**config.mk**
```make
export PLATFORM = sky130hd
export DESIGN_NAME = rr_grant_arb
export DESIGN_NICKNAME = d
export VERILOG_FILES = /design/src/rtl/rr_grant_arb.sv
export SDC_FILE = /design/constraint.sdc
export NUM_CORES = 1
export LEC_CHECK = 0
export CORE_MARGIN = 2
export CORE_UTILIZATION = 50
export DETAILED_ROUTE_END_ITERATION = 16
export MAX_ROUTING_LAYER = met4
export PLACE_DENSITY = 0.75
export SLEW_MARGIN = 20
export SYNTH_ARGS = -nofsm -noshare
export SYNTH_HDL_FRONTEND = slang
export SYNTH_SLANG_ARGS = --single-unit
```
**constraint.sdc**
```tcl
create_clock -name clk -period 5.4 [get_ports clk]
set_input_delay 1.08 -clock clk [delete_from_list [all_inputs] [get_ports clk]]
set_output_delay 1.08 -clock clk [all_outputs]
set_load 0.05 [all_outputs]
```
**src/rtl/rr_grant_arb.sv**
```systemverilog
`default_nettype none
// ---------------------------------------------------------------------------
// rr_grant_arb : round-robin arbiter, one grant at a time, released by
// accept, reject or timeout.                                 Revision 1.0
// ---------------------------------------------------------------------------
module rr_grant_arb #(
  parameter int N       = 4,
  parameter int TIMEOUT = 15,
  localparam int PW     = $clog2(N)
) (
  input  logic          clk,
  input  logic          rst_n,
  input  logic          req_valid,
  input  logic [N-1:0]  req,
  input  logic          accept,
  input  logic          reject,
  output logic [N-1:0]  grant,
  output logic          grant_valid,
  output logic [PW-1:0] ptr,
  output logic          timeout_pulse
);

  typedef enum logic [0:0] {
    IDLE = 1'b0,
    WAIT = 1'b1
  } state_t;

  localparam logic [7:0]   TO_LIMIT  = 8'(TIMEOUT);
  localparam logic [N-1:0] ONE_HOT_0 = {{(N-1){1'b0}}, 1'b1};

  state_t        state;
  state_t        state_nxt;
  logic [N-1:0]  grant_nxt;
  logic          grant_valid_nxt;
  logic          timeout_nxt;
  logic [PW-1:0] ptr_nxt;
  logic [PW-1:0] gidx;
  logic [PW-1:0] gidx_nxt;
  logic [7:0]    wait_cnt;
  logic [7:0]    wait_cnt_nxt;
  logic [7:0]    wait_cnt_inc;

  logic [2*N-1:0] req_dbl;
  logic [N-1:0]   req_rot;
  logic [PW-1:0]  rot_off;
  logic [PW-1:0]  sel_idx;
  logic           req_any;

  // Rotate the request vector so that bit 0 corresponds to the pointer;
  // the lowest set bit of the rotated vector is the winner.
  assign req_dbl = {req, req};
  assign req_rot = req_dbl[ptr +: N];
  assign req_any = |req;

  always_comb begin
    rot_off = '0;
    for (int i = N - 1; i >= 0; i--) begin
      if (req_rot[i]) begin
        rot_off = PW'(i);
      end
    end
  end

  // N is a power of two, so the PW-bit add wraps modulo N.
  assign sel_idx      = ptr + rot_off;
  assign wait_cnt_inc = wait_cnt + 8'd1;

  always_comb begin
    state_nxt       = state;
    grant_nxt       = grant;
    grant_valid_nxt = grant_valid;
    ptr_nxt         = ptr;
    gidx_nxt        = gidx;
    wait_cnt_nxt    = wait_cnt;
    timeout_nxt     = 1'b0;

    unique case (state)
      IDLE: begin
        if (req_valid && req_any) begin
          state_nxt       = WAIT;
          grant_nxt       = ONE_HOT_0 << sel_idx;
          grant_valid_nxt = 1'b1;
          gidx_nxt        = sel_idx;
          wait_cnt_nxt    = '0;
        end else begin
          grant_nxt       = '0;
          grant_valid_nxt = 1'b0;
        end
      end

      WAIT: begin
        if (accept || reject || (wait_cnt_inc == TO_LIMIT)) begin
          state_nxt       = IDLE;
          grant_nxt       = '0;
          grant_valid_nxt = 1'b0;
          wait_cnt_nxt    = '0;
          if (accept) begin
            ptr_nxt = gidx + PW'(1);
          end else if (!reject) begin
            timeout_nxt = 1'b1;
          end
        end else begin
          wait_cnt_nxt = wait_cnt_inc;
        end
      end

      default: begin
        state_nxt       = IDLE;
        grant_nxt       = '0;
        grant_valid_nxt = 1'b0;
        wait_cnt_nxt    = '0;
      end
    endcase
  end

  always_ff @(posedge clk) begin
    if (!rst_n) begin
      state         <= IDLE;
      grant         <= '0;
      grant_valid   <= 1'b0;
      ptr           <= '0;
      gidx          <= '0;
      wait_cnt      <= '0;
      timeout_pulse <= 1'b0;
    end else begin
      state         <= state_nxt;
      grant         <= grant_nxt;
      grant_valid   <= grant_valid_nxt;
      ptr           <= ptr_nxt;
      gidx          <= gidx_nxt;
      wait_cnt      <= wait_cnt_nxt;
      timeout_pulse <= timeout_nxt;
    end
  end

`ifndef SYNTHESIS
  a_grant_onehot0 : assert property (@(posedge clk) disable iff (!rst_n)
    $onehot0(grant));
  a_valid_matches_grant : assert property (@(posedge clk) disable iff (!rst_n)
    grant_valid == (grant != '0));
`endif

endmodule
`default_nettype wire

```
==> impl_metrics.py, run 1 <==
metrics = {
    "run_status": {
        "status": "completed",
    },
    "critical_path": {
        "crit_type": "primary input to flop",
        "cp_max_fo": 10,
        "reg2regPathDepth": 6,
        "cp.arrival_ns": 2.99,
        "worst_r2r_startpoint": "wait_cnt[0]",
        "crit_path_start": "req[0]",
        "crit_path_start_kind": "primary input",
        "endpoint_kind": "flop",
        "required_ns": 5.64,
    },
    "cts": {
        "clock_path_buffers": 2,
        "clk_pin_slew_ns": 0.10,
        "cts_resized": 0,
        "clock-root-buffer": "clkbuf_4",
        "clock_latency_ns": 0.30,
        "tritoncts": "built",
        "holdBufCountCts": 0,
        "numCtsBuffers": 3,
        "cts_max_level": 1,
        "cts_sinks": 19,
        "cts_setup_buffers": 0,
    },
    "routing": {
        "antenna_left": 0,
        "avgRoutedWirePerCell_um": 13.0,
        "vias": 953,
        "wl_um": 2180,
        "dr.pass1.iters": 4,
        "drc": 0,
        "vias_per_cell": 5.67,
        "detail_route.iter0.violations": 25,
    },
    "grt": {
        "grt_max_degree": 19,
        "antenna_found_initial": 0,
        "grt_usage_pct": 20.8,
        "grt_overflow": 0,
        "grt_pass1_wl_um": 3910,
        "grt_pass1_vias": 912,
    },
    "floorplan": {
        "initial_core_util_pct": 53.3,
        "ios": 17,
        "die_x_um": 50.0,
        "rows": 16,
        "dieHeight_um": 50.0,
        "fp.coreArea_mm2": 0.00198,
        "dieArea_mm2": 0.00250,
    },
    "synth": {
        "ys_types": 40,
        "netlist_area_mm2": 0.00106,
        "seq_area_frac_synth_pct": 36.0,
        "ys_ff_latch": 19,
        "syn_area_per_cell_um2": 8.26,
        "synth_edf_count": 0,
        "syn_nets": 140,
        "synth_flop_cell": "dfxtp_1",
        "async_flop_share_pct": 0,
        "synth_cells": 128,
        "yosys_warnings": 0,
    },
    "finish": {
        "layout-drive-gt1-share_pct": 5.67,
        "syn2layout_area_growth_pct": 18.5,
        "fin_nets": 154,
        "nFillCells": 169,
        "layout_commonest_cell": "dfxtp_1",
        "n_antenna_cell": 0,
        "layout_common_cells": "19 x dfxtp_1, 16 x clkdlybuf4s50_1, 13 x nor2_1",
    },
    "power": {
        "p_switching_uw": 79.5,
        "internal-power_uw": 195,
        "seqPwrFrac_pct": 54.3,
        "netSwitchingFraction_pct": 29.0,
        "p_clk_share_pct": 26.3,
        "combPwrFrac_pct": 19.4,
        "peakVddDrop_mv": 0.147,
        "pwr_density_cell_mw_per_mm2": 219,
        "leakage_uw": 0.000438,
    },
    "timing": {
        "fin_crit_sh_pct": 50.9,
        "worst_slack_ns": 2.65,
        "clock.fmax_mhz": 364,
        "clock_skew_ns": 0.00637,
        "rsz0062_at_grt": "false",
        "setup_viol": 0,
        "tns_ns": 0,
        "hold_viol_final": 0,
        "relSlewSlack_pct": 61.3,
        "tightest_slew_ns": 0.579,
        "fin_crit_ns": 2.75,
        "slew_viol_final": 0,
    },
    "min_path": {
        "min_from": "grant_valid",
        "hp-class": "flop to flop",
        "holdPathStages": 2,
    },
    "place": {
        "dp_hpwl_um": 1620,
        "gp_congestion": 0.869,
        "pre_cts_ws_ns": 2.36,
        "numPortBuffers": 16,
    },
    "flow_run": {
        "cap_violations": 0,
    },
}
==> cell families (layout without fill, tap and decap cells) <==
family	Yosys count	in the layout	synth area share, %
fa+ha+maj	3	3	3.55
buf+inv	16	29	5.92
flops	19	19	36.0
mux	1	1	0.947
simple gates	50	50	24.3
compound gates	32	32	23.6
xor+xnor	7	7	5.80
==> cell usage after synthesis, types with 3 or more instances <==
library cell	number	area, µm²
dfxtp_1	19	380
nor2_1	13	48.8
nand2_1	12	45.0
nand3_1	10	50.1
inv_1	8	30.0
clkbuf_1	6	22.5
xor2_1	5	43.8
o31ai_1	4	30.0
a21oi_1	3	15.0
ha_1	3	37.5
o22ai_1	3	18.8
==> critical path, cell delays in order <==
cell,delay [ns]
clkdlybuf4s50_1,0.56
o41ai_1,0.51
nor2b_1,0.53
o21ai_0,0.18
a21oi_1,0.14
==> metal layers <==
layer	wire length [µm]	share of wire [%]	GRT usage, %
met5	0	0	-
met4	36	1.7	8.33
met1	1070	49	26.8
met3	75	3.4	3.64
met2	994	46	32.0
==> layout make-up <==
class | instances | area (µm²) | share of cell area, %
Clock buffer | 4 | 26.3 | 2.10
Inverter | 8 | 30.0 | 2.40
Multi-Input combinational cell | 93 | 614 | 49.1
Sequential cell | 19 | 380 | 30.4
Tap cell | 27 | 33.8 | 2.70
Timing Repair Buffer | 17 | 168 | 13.4
==> state kept, by name, indices dropped and copies added, names as in the netlist <==
register and flops:
wait_cnt 8, grant 4, gidx 2, ptr 2, grant_valid 1, state 1
timeout_pulse 1
==> metrics by stage <==
stage          area [µm²]  total power [µW]  utilization (%)  hold slack (ns)  cells
2_1_floorplan        1060               188                -            0.459    128
3_5_place_dp         1230               205             61.9            0.446    164
3_3_place_gp         1230               204             61.9            0.439    164
4_1_cts              1250               278             63.2            0.466    168
6_report             1250               274             63.2            0.463    168
5_1_grt              1250               287             63.2            0.481    168
==> power groups by stage <==
stage | Sequential (µW) | Combinational [µW] | Clock (µW)
after floorplan | 161 | 27.4 | 0
after global placement | 152 | 51.8 | 0
after detailed placement | 152 | 53.0 | 0
after CTS | 149 | 53.4 | 76.2
after global routing | 150 | 58.1 | 79.7
final | 149 | 53.2 | 72.1
==> path summary, 6_finish.rpt <==
path	endpoint	slack, ns
min	grant_valid	0.46
max reg2reg	grant[3]	3.46
min reg2reg	grant_valid	0.46
max	wait_cnt[7]	2.65
Power figures use the tool's default switching activity.
==> inputs of run 2 (changes only) <==
clock period = 2.6 ns   (was 5.4 ns; I/O delays follow)
==> run 2 against run 1 <==
Routed wire length up 6.5%. Clock-buffer cell count down 1. Clock skew down 0.0010 ns. Non-clock buffer count up 2. Total power up 110%. Clock power up 110%. Setup slack worse by 2.3 ns. Via count up 2.1%. Sequential share of layout area down 0.39 points. Final area up 1.3%. Register-to-register slack worse by 2.9 ns. Critical path type unchanged.
==> impl_metrics.py, run 2 (same netlist as run 1, synthesis figures left out) <==
metrics = {
    "run_status": {
        "status": "completed",
    },
    "grt": {
        "grt_pass1_wl_um": 4060,
        "grt_pass1_vias": 890,
        "grt_max_degree": 12,
        "met2_usage_pct": 32.5,
        "grt_use_met3_pct": 3.03,
        "met1_usage_pct": 30.4,
        "grt_usage_pct": 21.5,
        "antenna_found_initial": 0,
        "grt_overflow": 0,
        "grt.busiest_layer": "met2",
    },
    "cts": {
        "cts_setup_buffers": 0,
        "tritoncts": "built",
        "cts_max_level": 1,
        "clock_latency_ns": 0.29,
        "numCtsBuffers": 3,
        "clk_pin_slew_ns": 0.11,
        "clock-root-buffer": "clkbuf_4",
        "holdBufCountCts": 0,
        "cts_resized": 0,
        "cts_sinks": 19,
        "clock_path_buffers": 2,
    },
    "floorplan": {
        "rows": 16,
        "dieArea_mm2": 0.00250,
        "die_x_um": 50.0,
        "fp.coreArea_mm2": 0.00198,
        "ios": 17,
        "initial_core_util_pct": 53.3,
        "dieHeight_um": 50.0,
    },
    "routing": {
        "wl_um": 2320,
        "detail_route.iter0.violations": 31,
        "avgRoutedWirePerCell_um": 13.7,
        "vias": 973,
        "drc": 0,
        "antenna_left": 0,
        "vias_per_cell": 5.72,
        "dr.pass1.iters": 4,
    },
    "power": {
        "p_total_uw": 573,
        "leakage_uw": 0.000450,
        "pwr_density_cell_mw_per_mm2": 452,
        "peakVddDrop_mv": 0.402,
    },
    "finish": {
        "largest_register_ffs": 8,
        "fin_util_pct": 64.0,
        "layout_common_cells": "19 x dfxtp_1, 16 x clkdlybuf4s50_1, 13 x nor2_1",
        "fin_nets": 156,
        "final_area_mm2": 0.00127,
        "multi_input_area_um2": 614,
        "layout-drive-gt1-share_pct": 7.69,
        "layout_commonest_cell": "dfxtp_1",
        "nFillCells": 174,
        "syn2layout_area_growth_pct": 20.0,
        "n_antenna_cell": 0,
        "reg_top3": "wait_cnt: 8 flops, grant: 4 flops",
        "seq_area_um2": 380,
        "layoutNonFillerInstCount": 170,
        "regMostFlops": "wait_cnt",
    },
    "critical_path": {
        "cp.arrival_ns": 2.37,
        "worst_r2r_startpoint": "wait_cnt[0]",
        "rrSetupSlack_ns": 0.57,
        "crit_path_start": "req[0]",
        "reg2regPathDepth": 6,
        "r2r-end": "grant[3]",
        "crit_type": "primary input to flop",
        "endpoint_kind": "flop",
        "required_ns": 2.77,
        "cp_max_fo": 10,
        "crit_path_start_kind": "primary input",
    },
    "timing": {
        "setup_viol": 0,
        "slew_viol_final": 0,
        "hold_viol_final": 0,
        "fin_crit_sh_pct": 84.8,
        "clock_skew_ns": 0.00533,
        "clock.fmax_mhz": 454,
        "rsz0062_at_grt": "false",
        "relSlewSlack_pct": 65.6,
        "fin_crit_ns": 2.20,
        "tightest_slew_ns": 0.514,
        "tns_ns": 0,
    },
    "place": {
        "gp_congestion": 0.844,
        "dp_hpwl_um": 1650,
        "dp.cells": 166,
        "numPortBuffers": 16,
        "placed_area_mm2": 0.00124,
    },
    "min_path": {
        "holdPathStages": 2,
        "min_to": "grant_valid",
        "min_from": "grant_valid",
        "hp-class": "flop to flop",
    },
    "flow_run": {
        "cap_violations": 0,
    },
}
## run 2: changes by cell type in the layout (fill, tap and decap cells not counted), sizes merged
cell,change
buf,+2
clkbuf,-1
clkinv,+1
## run 2: final cells by class
| cell class | count | share of cell area (%) |
|---|---|---|
| sequential | 19 | 30.0 |
| timing repair buffer | 19 | 14.4 |
| multi-input combinational | 93 | 48.4 |
| tap | 27 | 2.66 |
| clock inverter | 1 | 0.394 |
| clock buffer | 3 | 1.78 |
| inverter | 8 | 2.37 |
## run 2: how the worst max path moves through the flow
stage,end,slack [ns],depth (start not counted)
finish,gidx[1],0.40,7
global route,gidx[1],0.24,7
CTS,gidx[1],0.40,7
detailed placement,gidx[1],0.08,7
global placement,grant[3],0.17,7
floorplan,gidx[1],0.67,6
## run 2: critical path, cell delays in order
cell,delay (ns)
clkdlybuf4s50_1,0.64
nor2_1,0.08
a221oi_1,0.30
o221ai_1,0.15
ha_1,0.24
xnor2_1,0.30
o22ai_1,0.15
## run 2: report_power, final
group | internal (µW) | switching, µW
logic | 46.5 | 67.3
clock network | 57.1 | 92.8
registers | 301 | 8.68
## run 2: through the flow
stage	hold slack (ns)	worst slack, ns
floorplan	0.459	0.669
global placement	0.443	0.170
detailed placement	0.443	0.0849
CTS	0.464	0.398
global route	0.497	0.242
finish	0.463	0.396
## run 2: per-layer routing
metal | up-vias | part of all wire [%]
li1 | 491 | -
met1 | 457 | 49
met2 | 23 | 47
met3 | 2 | 4.0
met4 | 0 | 0.39
met5 | - | 0
